--- src/rtl/io_input_pkg.sv ---
// rtl/io_input_pkg.sv - shared types, constants and BCD helper for the IN responder
//
// Purpose: state encoding, BCD limit, default debounce length and the
//          three-digit BCD to binary conversion used at commit time.
// Ports:   none (package).

package io_input_pkg;

    typedef enum logic [1:0] {
        S_IDLE    = 2'd0,
        S_COLLECT = 2'd1,
        S_DONE    = 2'd2
    } state_e;

    localparam logic [3:0] BCD_MAX          = 4'd9;
    localparam int         DEBOUNCE_DEFAULT = 16;

    // cent*100 + dez*10 + uni built from shifted copies so no multiplier is
    // inferred: 100 = 64+32+4, 10 = 8+2. Max 999 fits in 10 bits.
    function automatic logic [9:0] bcd3_to_bin(input logic [3:0] cent,
                                               input logic [3:0] dez,
                                               input logic [3:0] uni);
        logic [9:0] hundreds;
        logic [9:0] tens;
        hundreds = {cent, 6'b0} + {1'b0, cent, 5'b0} + {4'b0, cent, 2'b0};
        tens     = {3'b0, dez, 3'b0} + {5'b0, dez, 1'b0};
        return hundreds + tens + {6'b0, uni};
    endfunction

endpackage

--- src/rtl/io_debounce.sv ---
// rtl/io_debounce.sv - button synchronizer, debouncer and registered press pulse
//
// Purpose: turns a raw asynchronous push button into a clean one-cycle press
//          pulse. Latency from a clean raw rising edge to press_o is
//          2 (sync) + DEBOUNCE_CYCLES (stability) + 1 (edge register) cycles.
// Ports:
//   clk     - system clock
//   reset   - asynchronous, active-high; debounced level returns to released
//   btn_i   - raw button level
//   press_o - one-cycle pulse on each debounced rising edge

module io_debounce
    import io_input_pkg::*;
#(
    parameter int DEBOUNCE_CYCLES = DEBOUNCE_DEFAULT
) (
    input  logic clk,
    input  logic reset,
    input  logic btn_i,
    output logic press_o
);

    localparam int                CNT_W    = $clog2(DEBOUNCE_CYCLES + 1);
    localparam logic [CNT_W-1:0]  CNT_LAST = CNT_W'(DEBOUNCE_CYCLES - 1);

    logic             sync1_q;
    logic             sync2_q;
    logic             level_q;
    logic             level_prev_q;
    logic             press_q;
    logic [CNT_W-1:0] cnt_q;

    always_ff @(posedge clk or posedge reset) begin
        if (reset) begin
            sync1_q      <= 1'b0;
            sync2_q      <= 1'b0;
            level_q      <= 1'b0;
            level_prev_q <= 1'b0;
            press_q      <= 1'b0;
            cnt_q        <= '0;
        end else begin
            sync1_q <= btn_i;
            sync2_q <= sync1_q;

            // Count consecutive cycles the synced input disagrees with the
            // debounced level; any agreeing cycle (a bounce) restarts it.
            if (sync2_q != level_q) begin
                if (cnt_q == CNT_LAST) begin
                    level_q <= sync2_q;
                    cnt_q   <= '0;
                end else begin
                    cnt_q <= cnt_q + CNT_W'(1);
                end
            end else begin
                cnt_q <= '0;
            end

            level_prev_q <= level_q;
            press_q      <= level_q & ~level_prev_q;
        end
    end

    assign press_o = press_q;

endmodule

--- src/rtl/io_input_responder.sv ---
// rtl/io_input_responder.sv - responder for the CPU blocking IN handshake
//
// Purpose: on rd_req, stall the core (busy) and collect up to three decimal
//          digits from the switches, each confirmed by the digit button; the
//          enter button commits the binary value with a one-cycle rd_valid.
// Ports:
//   clk, reset            - clock; asynchronous active-high reset
//   rd_req                - one-cycle IN request strobe
//   sw_in[3:0]            - raw switches, BCD candidate digit
//   btn_digit, btn_enter  - raw push buttons
//   busy                  - entry in progress, core holds pc
//   rd_valid, rd_data     - commit pulse and committed value (held)
//   disp_cent/dez/uni     - current BCD digits for the 7-segment decoders
//   digit_err             - one-cycle pulse when a digit press sees sw_in > 9

module io_input_responder
    import io_input_pkg::*;
#(
    parameter int DEBOUNCE_CYCLES = DEBOUNCE_DEFAULT,
    parameter int DATA_W          = 32,
    parameter int MAX_DIGITS      = 3
) (
    input  logic              clk,
    input  logic              reset,
    input  logic              rd_req,
    input  logic [3:0]        sw_in,
    input  logic              btn_digit,
    input  logic              btn_enter,
    output logic              busy,
    output logic              rd_valid,
    output logic [DATA_W-1:0] rd_data,
    output logic [3:0]        disp_uni,
    output logic [3:0]        disp_dez,
    output logic [3:0]        disp_cent,
    output logic              digit_err
);

    localparam logic [1:0] CNT_MAX = 2'(MAX_DIGITS);

    logic              digit_press;
    logic              enter_press;
    logic [3:0]        sw_sync1_q;
    logic [3:0]        sw_sync2_q;

    state_e            state_q;
    logic              busy_q;
    logic              rd_valid_q;
    logic              digit_err_q;
    logic [DATA_W-1:0] rd_data_q;
    logic [3:0]        uni_q;
    logic [3:0]        dez_q;
    logic [3:0]        cent_q;
    logic [1:0]        digit_cnt_q;

    logic              digit_ok;
    logic [3:0]        uni_d;
    logic [3:0]        dez_d;
    logic [3:0]        cent_d;
    logic [9:0]        commit_value;

    io_debounce #(.DEBOUNCE_CYCLES(DEBOUNCE_CYCLES)) u_db_digit (
        .clk     (clk),
        .reset   (reset),
        .btn_i   (btn_digit),
        .press_o (digit_press)
    );

    io_debounce #(.DEBOUNCE_CYCLES(DEBOUNCE_CYCLES)) u_db_enter (
        .clk     (clk),
        .reset   (reset),
        .btn_i   (btn_enter),
        .press_o (enter_press)
    );

    always_ff @(posedge clk or posedge reset) begin
        if (reset) begin
            sw_sync1_q <= '0;
            sw_sync2_q <= '0;
        end else begin
            sw_sync1_q <= sw_in;
            sw_sync2_q <= sw_sync1_q;
        end
    end

    // Shifted digits are computed ahead of the FSM so that a digit press in
    // the same cycle as enter is already part of the committed value.
    always_comb begin
        digit_ok = digit_press && (sw_sync2_q <= BCD_MAX);
        uni_d    = uni_q;
        dez_d    = dez_q;
        cent_d   = cent_q;
        if (digit_ok) begin
            cent_d = dez_q;
            dez_d  = uni_q;
            uni_d  = sw_sync2_q;
        end
        commit_value = bcd3_to_bin(cent_d, dez_d, uni_d);
    end

    always_ff @(posedge clk or posedge reset) begin
        if (reset) begin
            state_q     <= S_IDLE;
            busy_q      <= 1'b0;
            rd_valid_q  <= 1'b0;
            digit_err_q <= 1'b0;
            rd_data_q   <= '0;
            uni_q       <= '0;
            dez_q       <= '0;
            cent_q      <= '0;
            digit_cnt_q <= '0;
        end else begin
            rd_valid_q  <= 1'b0;
            digit_err_q <= 1'b0;
            case (state_q)
                S_IDLE: begin
                    if (rd_req) begin
                        state_q     <= S_COLLECT;
                        busy_q      <= 1'b1;
                        uni_q       <= '0;
                        dez_q       <= '0;
                        cent_q      <= '0;
                        digit_cnt_q <= '0;
                    end
                end
                S_COLLECT: begin
                    uni_q  <= uni_d;
                    dez_q  <= dez_d;
                    cent_q <= cent_d;
                    if (digit_ok && digit_cnt_q != CNT_MAX) begin
                        digit_cnt_q <= digit_cnt_q + 2'd1;
                    end
                    if (digit_press && !digit_ok) begin
                        digit_err_q <= 1'b1;
                    end
                    // Entering DONE: result and valid are registered here so
                    // they are presented during the DONE cycle itself.
                    if (enter_press) begin
                        state_q    <= S_DONE;
                        busy_q     <= 1'b0;
                        rd_valid_q <= 1'b1;
                        rd_data_q  <= DATA_W'(commit_value);
                    end
                end
                S_DONE: begin
                    state_q <= S_IDLE;
                end
                default: begin
                    state_q <= S_IDLE;
                    busy_q  <= 1'b0;
                end
            endcase
        end
    end

    assign busy      = busy_q;
    assign rd_valid  = rd_valid_q;
    assign rd_data   = rd_data_q;
    assign digit_err = digit_err_q;
    assign disp_uni  = uni_q;
    assign disp_dez  = dez_q;
    assign disp_cent = cent_q;

endmodule

--- config.mk ---
export PLATFORM = sky130hd
export DESIGN_NAME = io_input_responder
export DESIGN_NICKNAME = d
export VERILOG_FILES = /design/src/rtl/io_input_pkg.sv /design/src/rtl/io_debounce.sv /design/src/rtl/io_input_responder.sv
export SDC_FILE = /design/constraint.sdc
export NUM_CORES = 1
export LEC_CHECK = 0
export ABC_AREA = 0
export CORE_MARGIN = 5
export CORE_UTILIZATION = 50
export CTS_CLUSTER_SIZE = 10
export DETAILED_ROUTE_END_ITERATION = 10
export PLACE_DENSITY = 0.84
export SLEW_MARGIN = 15
export SYNTH_ARGS = -nofsm -noshare
export SYNTH_HDL_FRONTEND = slang
export SYNTH_SLANG_ARGS = --single-unit
export TNS_END_PERCENT = 10
--- constraint.sdc ---
create_clock -name clk -period 4.87 [get_ports clk]
set_input_delay 0.7305 -clock clk [delete_from_list [all_inputs] [get_ports clk]]
set_output_delay 0.7305 -clock clk [all_outputs]
set_load 0.01 [all_outputs]
==> flow_metrics.py, run 1 <==
metrics = {
    "outcome": {
        "status": "finished clean",
    },
    "worst_setup_path": {
        "path_depth": 14,
        "worstPathRequired_ns": 5.12,
        "path_cells": "o21ai_2 > and2_4 > mux2i_1 > inv_1 > ha_1 > a311o_1 > fa_1 > ha_1 > inv_1 > fa_1 > nor2b_1 > o2111ai_1 > a21o_1 > a31oi_1",
        "cp.arrival_ns": 4.17,
        "critPathKind": "reg2reg",
        "path_delay_family": "adder cells",
        "critPathMaxStageDelay_ns": 0.50,
        "cp_slowest_cell": "fa_1",
        "cp_max_fo": 22,
        "ff2ff_path_depth": 14,
        "start_kind": "flop",
        "end_kind": "flop",
        "path_buf_inv": 2,
    },
    "finish": {
        "num-nets-final": 342,
        "drive_above_1_share_pct": 4.84,
        "fillers": 472,
        "multi_input_area_um2": 1320,
        "seq_area_um2": 1380,
        "finish.utilization_pct": 59.2,
        "area_delta_synth_final_pct": 14.0,
        "n_antenna_cell": 0,
    },
    "drt": {
        "avgViaCountPerCell": 5.26,
        "wl_per_cell_um": 13.9,
        "drtAntennaViolNets": 0,
        "dr.pass1.iters": 4,
        "initialDrtViolationCount": 91,
        "routed_wl_um": 5330,
        "drc_errors": 0,
        "num_vias": 2008,
    },
    "grt": {
        "use_met3_pct": 3.27,
        "grt_util_all_layers_pct": 15.4,
        "grt_max_degree": 56,
        "use_met2_pct": 25.9,
        "grt_pass1_vias": 1983,
        "grt_util_met1_pct": 19.0,
        "antenna_found_initial": 0,
        "busiest_layer": "met2",
        "grt_overflow": 0,
        "grt_first_pass_wirelength_um": 9120,
    },
    "clocking": {
        "cts-hold-fix-buffers": 0,
        "cts-htree-levels": 2,
        "cts_made_buffers": 5,
        "max-clock-path-buffers": 2,
        "cts-root-buf": "clkbuf_8",
        "post_cts.repair.setup_buffers": 0,
        "post_cts_resized": 0,
        "path_clk_slew_ns": 0.10,
        "clock-sinks": 55,
        "cts_tree": "yes",
        "insertion_delay_ns": 0.32,
    },
    "timing": {
        "slew_headroom_pct": 39.6,
        "setup_viol": 0,
        "min_period_over_period_pct": 80.4,
        "hold_violations": 0,
        "fin_tns_setup_ns": 0,
        "max_freq_ghz": 0.255,
        "finalClockSkew_ns": 0.00886,
        "slew_violations": 0,
        "post-route-min-period_ns": 3.92,
        "tightestPinTransition_ns": 0.904,
        "rsz0062_at_grt": "false",
    },
    "synthesis": {
        "avgSynthCellArea_um2": 10.4,
        "ys_ff_latch": 55,
        "synth.distinct_cells": 43,
        "yosysSeqAreaShare_pct": 47.5,
        "syn_inst": 279,
        "synth_area_um2": 2900,
        "yosysWarningCount": 0,
    },
    "die": {
        "io_pins": 56,
        "die_w_um": 86.1,
        "rows": 27,
        "die_area_um2": 7410,
        "core_um2": 5570,
        "initial_core_util_pct": 51.9,
        "die_y_um": 86.1,
    },
    "placement": {
        "portBuffers": 33,
        "gp_congestion": 0.829,
        "post-dp-hpwl_um": 3970,
    },
    "hold_path": {
        "min_path_cells": 0,
        "min_path_type": "reg2reg",
    },
    "power_and_ir_drop": {
        "cellPowerDensity_nw_per_um2": 347,
        "p_leak_nw": 1.66,
        "vdd_drop_max_v": 0.000205,
    },
    "run": {
        "max-cap-violations": 0,
    },
}
## cells in the mapped netlist (all sizes together)
cell     count  share of area (%)
inv         17                2.2
buf         28                7.0
and2         5                1.2
o211ai       5                1.3
and4bb       1               0.43
dfrtp       55                 48
nand4        2               0.43
fa           5                3.5
a41o         3                1.0
o31ai        1               0.26
a21o         3               0.78
clkbuf       3               0.39
clkinv       1               0.13
a311o        2               0.69
and3         4               0.86
nand2       46                6.1
mux2i        7                2.4
mux2         2               0.78
nor2         9                1.2
nor3         1               0.17
o21a         2               0.52
a211o        1               0.30
o21ai       13                2.4
a21oi        3               0.52
o21bai       1               0.26
nand3       14                2.4
xor2        11                3.3
a22o         1               0.30
xnor2        2               0.61
nor2b        3               0.65
a31oi        3               0.65
a2bb2oi      1               0.30
ha          19                8.2
o221ai       2               0.61
conb         1               0.13
o2111ai      1               0.30
o2bb2ai      1               0.30
## routing by layer
| metal | up-vias | part of all wire (%) |
|---|---|---|
| li1 | 958 | - |
| met5 | - | 0 |
| met1 | 984 | 41 |
| met2 | 57 | 51 |
| met4 | 0 | 1.9 |
| met3 | 9 | 6.3 |
## worst paths after layout
kind | from | to | slack, ns
max in group asynchronous | reset | u_db_enter.level_prev_q$_DFF_PP0_ | 3.45
hold / removal | sw_sync1_q[0]$_DFF_PP0_ | sw_sync2_q[0]$_DFF_PP0_ | 0.36
setup reg to reg | sw_sync2_q[2]$_DFF_PP0_ | rd_data[9]$_DFFE_PP0P_ | 0.95
min in group asynchronous | reset | digit_err$_DFF_PP0_ | 0.90
hold reg to reg | sw_sync1_q[0]$_DFF_PP0_ | sw_sync2_q[0]$_DFF_PP0_ | 0.36
setup / recovery | sw_sync2_q[2]$_DFF_PP0_ | rd_data[9]$_DFFE_PP0P_ | 0.95
## state kept, by name, indices dropped and copies added (netlist names), 2 cells and up
| register | flops |
|---|---|
| sw_sync2_q | 4 |
| disp_dez | 4 |
| u_db_enter.cnt_q | 5 |
| sw_sync1_q | 4 |
| u_db_digit.cnt_q | 5 |
| rd_data | 10 |
| disp_cent | 4 |
| disp_uni | 4 |
| state_q | 2 |
## placed cells by master, fill, tap and decap left out, types with 9 or more instances in the layout
cell type,instances
dfrtp_1,55
nand2_1,45
clkdlybuf4s50_1,33
conb_1,22
ha_1,19
inv_1,16
nand3_1,14
o21ai_0,12
xor2_1,11
nor2_1,9
## where the power goes
part	leakage, nW	internal (mW)	switching, mW
Clock	0.0607	0.159	0.160
Combinational	0.897	0.147	0.172
Sequential	0.704	0.479	0.0287
Total	1.66	0.785	0.361
## per-stage QoR
stage	setup WS (ns)	power [mW]	cell area, um^2	hold WS (ns)	cells
after floorplan	1.36	0.754	2970	0.331	300
after global placement	1.18	0.824	3180	0.335	374
after detailed placement	1.02	0.836	3180	0.336	374
after CTS	0.965	1.16	3300	0.360	382
after global routing	0.668	1.22	3300	0.372	382
final	0.953	1.15	3300	0.356	382
## cell families after synthesis
kind of cell / Yosys count / synth area share, %
AND/OR/NAND/NOR: 85 / 13.4
buffers and inverters: 49 / 9.68
adder cells (fa/ha/maj): 24 / 11.7
other: 1 / 0.130
AO/OA/AOI/OAI: 43 / 10.5
flip-flops: 55 / 47.5
XOR/XNOR: 13 / 3.93
multiplexers: 9 / 3.20
## layout make-up
type | count | share of cell area [%]
timing repair buffer | 33 | 10.0
sequential | 55 | 41.7
multi-input combinational | 196 | 39.9
clock buffer | 5 | 2.08
clock inverter | 3 | 1.52
inverter | 18 | 2.08
tap | 72 | 2.73
No activity file was read; power rests on OpenSTA's default activity.
==> run 2, diff against run 1 <==
- CORE_UTILIZATION: 50 -> 47
- PLACE_DENSITY: 0.84 -> 0.83
- clock period: 4.87 -> 3.3 ns (I/O delays scaled with it)
==> run 2 against run 1 <==
The flow now finishes with violations (setup timing). First-iteration DRC count fell by 26%. Clock-buffer cell count did not move. Utilization fell by 0.46 points. Hold slack got worse by 0.0071 ns. Combinational power rose by 82%. Global-route usage fell by 0.71 points. Sequential share of layout area fell by 2.4 points. Die area rose by 5.6%. Fmax rose by 16%. Total power rose by 48%. Via count rose by 3.3%. Sequential power rose by 46%. Largest cell class is now multi-input gates.
==> flow_metrics.py, run 2 (synthesized netlist as in run 1, its figures left out) <==
metrics = {
    "worst_setup_path": {
        "timing.reg2reg.setup_slack_ns": -0.09,
        "path_buf_inv": 2,
        "worstPathRequired_ns": 3.53,
        "cp.arrival_ns": 3.62,
        "critPathKind": "reg2reg",
        "crit_top_cell": "inv_2",
        "cp_slowest_cell": "fa_1",
        "cp_max_fo": 4,
        "path_delay_family": "adder cells",
        "path_cells": "o21ai_2 > and2_4 > mux2i_4 > inv_2 > ha_4 > a311o_1 > fa_1 > ha_2 > inv_2 > fa_2 > nor2b_4 > o2111ai_2 > a21o_1 > a31oi_1",
        "start_kind": "flop",
        "end_kind": "flop",
        "critPathMaxStageDelay_ns": 0.53,
    },
    "power_and_ir_drop": {
        "power_frac_clock_pct": 22.1,
        "cellPowerDensity_nw_per_um2": 484,
        "p_leak_nw": 1.73,
        "switching_share_pct": 32.5,
        "vdd_drop_max_v": 0.000347,
        "seq_power_share_pct": 43.8,
        "p_comb_share_pct": 34.1,
        "fin_total_pwr_mw": 1.70,
        "switchingPower_mw": 0.552,
        "p_int_mw": 1.14,
    },
    "timing": {
        "setup_viol": 2,
        "tightestPinTransition_ns": 0.824,
        "finalClockSkew_ns": 0.00584,
        "min_period_over_period_pct": 103,
        "post-route-min-period_ns": 3.39,
        "hold_violations": 0,
        "rsz0062_at_grt": "true",
        "fin_ws_ns": -0.0859,
        "slew_headroom_pct": 44.9,
        "max_freq_ghz": 0.295,
        "fin_hold_ws_ns": 0.349,
        "slew_violations": 0,
    },
    "clocking": {
        "cts-root-buf": "clkbuf_8",
        "max-clock-path-buffers": 2,
        "cts-hold-fix-buffers": 0,
        "cts_made_buffers": 5,
        "cts_tree": "yes",
        "path_clk_slew_ns": 0.10,
        "insertion_delay_ns": 0.31,
        "clock-sinks": 55,
        "cts-htree-levels": 2,
    },
    "grt": {
        "antenna_found_initial": 0,
        "grt_max_degree": 47,
        "grt_util_all_layers_pct": 14.7,
        "grt_first_pass_wirelength_um": 9000,
        "grt_pass1_vias": 1975,
        "grt_overflow": 0,
    },
    "placement": {
        "gp_congestion": 0.830,
        "portBuffers": 33,
        "dp_cells": 390,
        "dp_slack_ns": -0.0298,
        "post-dp-hpwl_um": 4060,
        "dpl-instance-area_um2": 3300,
    },
    "die": {
        "die_w_um": 88.5,
        "io_pins": 56,
        "initial_core_util_pct": 48.6,
        "core_um2": 5960,
        "rows": 28,
        "die_area_um2": 7830,
        "die_y_um": 88.5,
    },
    "drt": {
        "wl_per_cell_um": 13.1,
        "dr.pass1.iters": 4,
        "num_vias": 2074,
        "routed_wl_um": 5300,
        "drc_errors": 0,
        "drtAntennaViolNets": 0,
        "initialDrtViolationCount": 67,
        "avgViaCountPerCell": 5.13,
    },
    "outcome": {
        "status": "finished, violations left",
        "violations": "setup timing",
    },
    "finish": {
        "drive_above_1_share_pct": 14.6,
        "final_cells": 404,
        "layout_commonest_cell": "dfrtp_1",
        "num-nets-final": 361,
        "largest_reg_flops": 10,
        "n_antenna_cell": 0,
        "area_delta_synth_final_pct": 20.9,
        "final_cell_mix": "55 x dfrtp_1, 44 x nand2_1, 33 x clkdlybuf4s50_1",
        "design_area_um2": 3500,
    },
    "run": {
        "max-cap-violations": 0,
    },
    "hold_path": {
        "min_path_type": "reg2reg",
    },
}
-- run 2: cell count changes in the layout (fill, tap and decap cells not counted), moves of 2 or more --
| cell | previous run | this run |
|---|---|---|
| ha_4 | 0 | 2 |
| o21ai_0 | 12 | 10 |
| o21ai_1 | 0 | 2 |
| mux2i_2 | 0 | 4 |
| buf_6 | 0 | 2 |
| inv_2 | 0 | 3 |
| ha_1 | 19 | 16 |
| inv_1 | 16 | 14 |
| mux2i_1 | 7 | 2 |
| buf_4 | 0 | 17 |
-- run 2: final timing paths --
kind | startpoint | to | cells after the start
worst max-delay path | sw_sync2_q[2]$_DFF_PP0_ | rd_data[9]$_DFFE_PP0P_ | 14
worst min-delay path | sw_sync1_q[0]$_DFF_PP0_ | sw_sync2_q[0]$_DFF_PP0_ | 0
worst max register to register | sw_sync2_q[2]$_DFF_PP0_ | rd_data[9]$_DFFE_PP0P_ | 14
worst min register to register | sw_sync1_q[0]$_DFF_PP0_ | sw_sync2_q[0]$_DFF_PP0_ | 0
max in group asynchronous | reset | disp_dez[2]$_DFFE_PP0P_ | 3
min in group asynchronous | reset | rd_data[1]$_DFFE_PP0P_ | 2
-- run 2: power by group through the flow --
stage | clock network, mW | logic, mW | registers (mW)
detailed placement | 0 | 0.506 | 0.755
global route | 0.415 | 0.649 | 0.748
global placement | 0 | 0.492 | 0.753
CTS | 0.391 | 0.519 | 0.742
floorplan | 0 | 0.361 | 0.758
finish | 0.375 | 0.579 | 0.742
-- run 2: layout make-up --
type                       instances  area (um^2)
fill                             516         2450
multi-input combinational        196         1390
sequential                        55         1380
timing repair buffer              52          480
tap                               75         93.8
clock buffer                       5         68.8
inverter                          18         67.6
clock inverter                     3         22.5
-- run 2: per-stage QoR --
step	TNS (ns)	util, %
after floorplan	-0.131	-
final	-0.107	58.8
after global routing	-0.458	58.8
after CTS	-0.0217	57.2
after detailed placement	-0.0298	55.4
after global placement	0	55.4
-- run 2: timing repair --
| item | CTS | global route |
|---|---|---|
| buffers inserted | 1 | 5 |
| pin swaps | 1 | 9 |
| gates resized for setup | 2 | 15 |
| endpoints found under the setup margin | 2 | 4 |
-- run 2: layer usage --
layer | vias to the layer above | part of all wire [%] | track usage, %
met3 | 7 | 6.3 | 3.26
met4 | 0 | 1.1 | 4.12
met1 | 1007 | 42 | 18.6
li1 | 1001 | - | -
met2 | 59 | 51 | 25.5
met5 | - | 0 | 0
==> RTL edit: new RTL, config.mk and constraints of run 1 <==
The package constant `BCD_MAX` goes from 4'd9 to 4'd6.
--- a/src/rtl/io_input_pkg.sv
+++ b/src/rtl/io_input_pkg.sv
@@ -13,5 +13,5 @@
     } state_e;
 
-    localparam logic [3:0] BCD_MAX          = 4'd9;
+    localparam logic [3:0] BCD_MAX          = 4'd6;
     localparam int         DEBOUNCE_DEFAULT = 16;
 
Function: same outputs for any inputs over 10 cycles, from zero or initial values and one cycle with reset high; that may be too few to reach the edited logic, so the function may still have changed.
==> RTL edit against run 1 <==
  * Sequential cell count did not move
  * Wire length down 4.9%
  * Largest cell class unchanged
  * Worst setup slack got worse by 230 ps
  * Area after synthesis fell by 0.82%
  * Cell count down 0.79%
  * Cell area decreased by 1.4%
  * Hold slack got worse by 0.66 ps
  * Total power down 14%
==> RTL edit: results (changes against run 1) <==
* Slowest stage delay, CP at 600 ps (+100 ps)
* Final #Nets at 339 (-0.88%)
* Worst hold path type: reg -> reg
* Final worst slack at 726 ps (-227 ps)
* Met3 Use GR at 3.36% (+0.096 points)
* Initial DRC Count at 113 (+24%)
* Gates resized, CTS repair at 0 (unchanged)
* GRT overflow at 0 (unchanged)
* First-pass DRT Iterations at 4 (unchanged)
* Top post-synthesis cells by count: dfrtp_1 (55), nand2_1 (36), buf_4 (22), o21ai_0 (20), ha_1 (19)
* Dpl cell area at 3150 um2 (-0.94%)
* Layout Skew at 7.13 ps (-1.73 ps)
* Antenna fix cells at 0 (unchanged)
* Met1 Routed Length at 2.18 mm (-1.0%)
* Worst Setup EP: rd_data[9]$_DFFE_PP0P_
* Worst-path fanout max at 12 (-45%)
* Min Hold Slack at 356 ps (-0.657 ps)
* Tot GR Track Use at 15.1% (-0.36 points)
* Hold_sp: sw_sync1_q[2]$_DFF_PP0_
* First-pass GRT wire length at 8.88 mm (-2.6%)
* Initial antenna violation count at 0 (unchanged)
* Async S/R FF share, synth at 100% (unchanged)
* Final GP Congestion at 0.791 (-4.6%)
* WHS Endpoint: sw_sync2_q[2]$_DFF_PP0_
* Via count at 1955 (-2.6%)
* Largest net degree at the start of global routing at 56 (unchanged)
* Synth warn at 0 (unchanged)
* Clock buffer depth at 2 (unchanged)
* Status: finished, final reports clean
* Estimated wirelength of the detail-placed design at 3.83 mm (-3.6%)
* Lkg Pwr at 1.67 nW (+0.36%)
* Root Buffer Master: clkbuf_8
* Setup WS pre-CTS at 800 ps (-220 ps)
* M2 GR Usage at 25.7% (-0.22 points)
* CTS buffer count at 5 (unchanged)
* Crit Reg-Reg Endpoint: rd_data[9]$_DFFE_PP0P_
* Clock Latency Late Sink at roughly 310 ps
* WL met2 at 2.54 mm (-5.9%)
* Max VDD drop at 166 uV (-19%)
* Clock Pin Slew Worst Setup and Hold Paths at approximately 110 ps
* Met3 wire len at 271 um (-19%)
* Worst path slowest cell: nor2_1
* Wire length per cell at 13.4 um (-4.1%)
* Synth unique cells at 38 (-12%)
* Max reg flops at 10 (unchanged)
* Post-synthesis sequential area ratio at 47.9% (+0.39 points)
* Postcts setup bufs at 0 (unchanged)
* Crit path max-delay family: adder cells
* Worst Path Arrival at 4380 ps (+210 ps)
* Tightest Pin Transition at 921 ps (+17.0 ps)
* Worst setup path start: sw_sync2_q[2]$_DFF_PP0_
* Dominant cells by area after synthesis: dfrtp_1 (48%), ha_1 (8.3%), buf_4 (5.8%), nand2_1 (4.7%), fa_1 (3.5%)
* Hold path depth at 0 (unchanged)
* Max H-tree Level at 2 (unchanged)
* Port Buf Inserts at 33 (unchanged)
* Layout cells sized above 1 at 4.56% (-0.28 points)
* Grt met1 use at 19.1% (+0.059 points)
RTL edit: where the power goes:
part,internal (mW),switching [mW]
combinational,0.0952,0.114
sequential,0.480,0.0311
clock,0.107,0.159
RTL edit: stage by stage:
stage	cells	power, mW
6_report	379	0.987
3_5_place_dp	371	0.732
3_3_place_gp	371	0.723
4_1_cts	379	0.997
5_1_grt	379	1.06
2_1_floorplan	297	0.669
RTL edit: final cells by class:
cell class,count,area [um2]
clock buffer,5,68.8
sequential,55,1380
tap,72,90.1
timing repair buffer,33,330
multi-input combinational,193,1290
clock inverter,3,27.5
inverter,18,68.8
fill,505,2290
RTL edit: cell families (layout without fill, tap and decap cells):
kind of cell	count (synthesis)	in the layout	synth area share [%]
AOI/OAI and AO/OA	51	51	11.4
xor gates and xnor gates	13	13	3.97
adders and majority gates	24	24	11.8
buffers and inverters	49	59	9.98
DFF	55	55	47.9
muxes	8	8	2.88
other	1	22	0.131
and+or+nand+nor	75	75	11.9
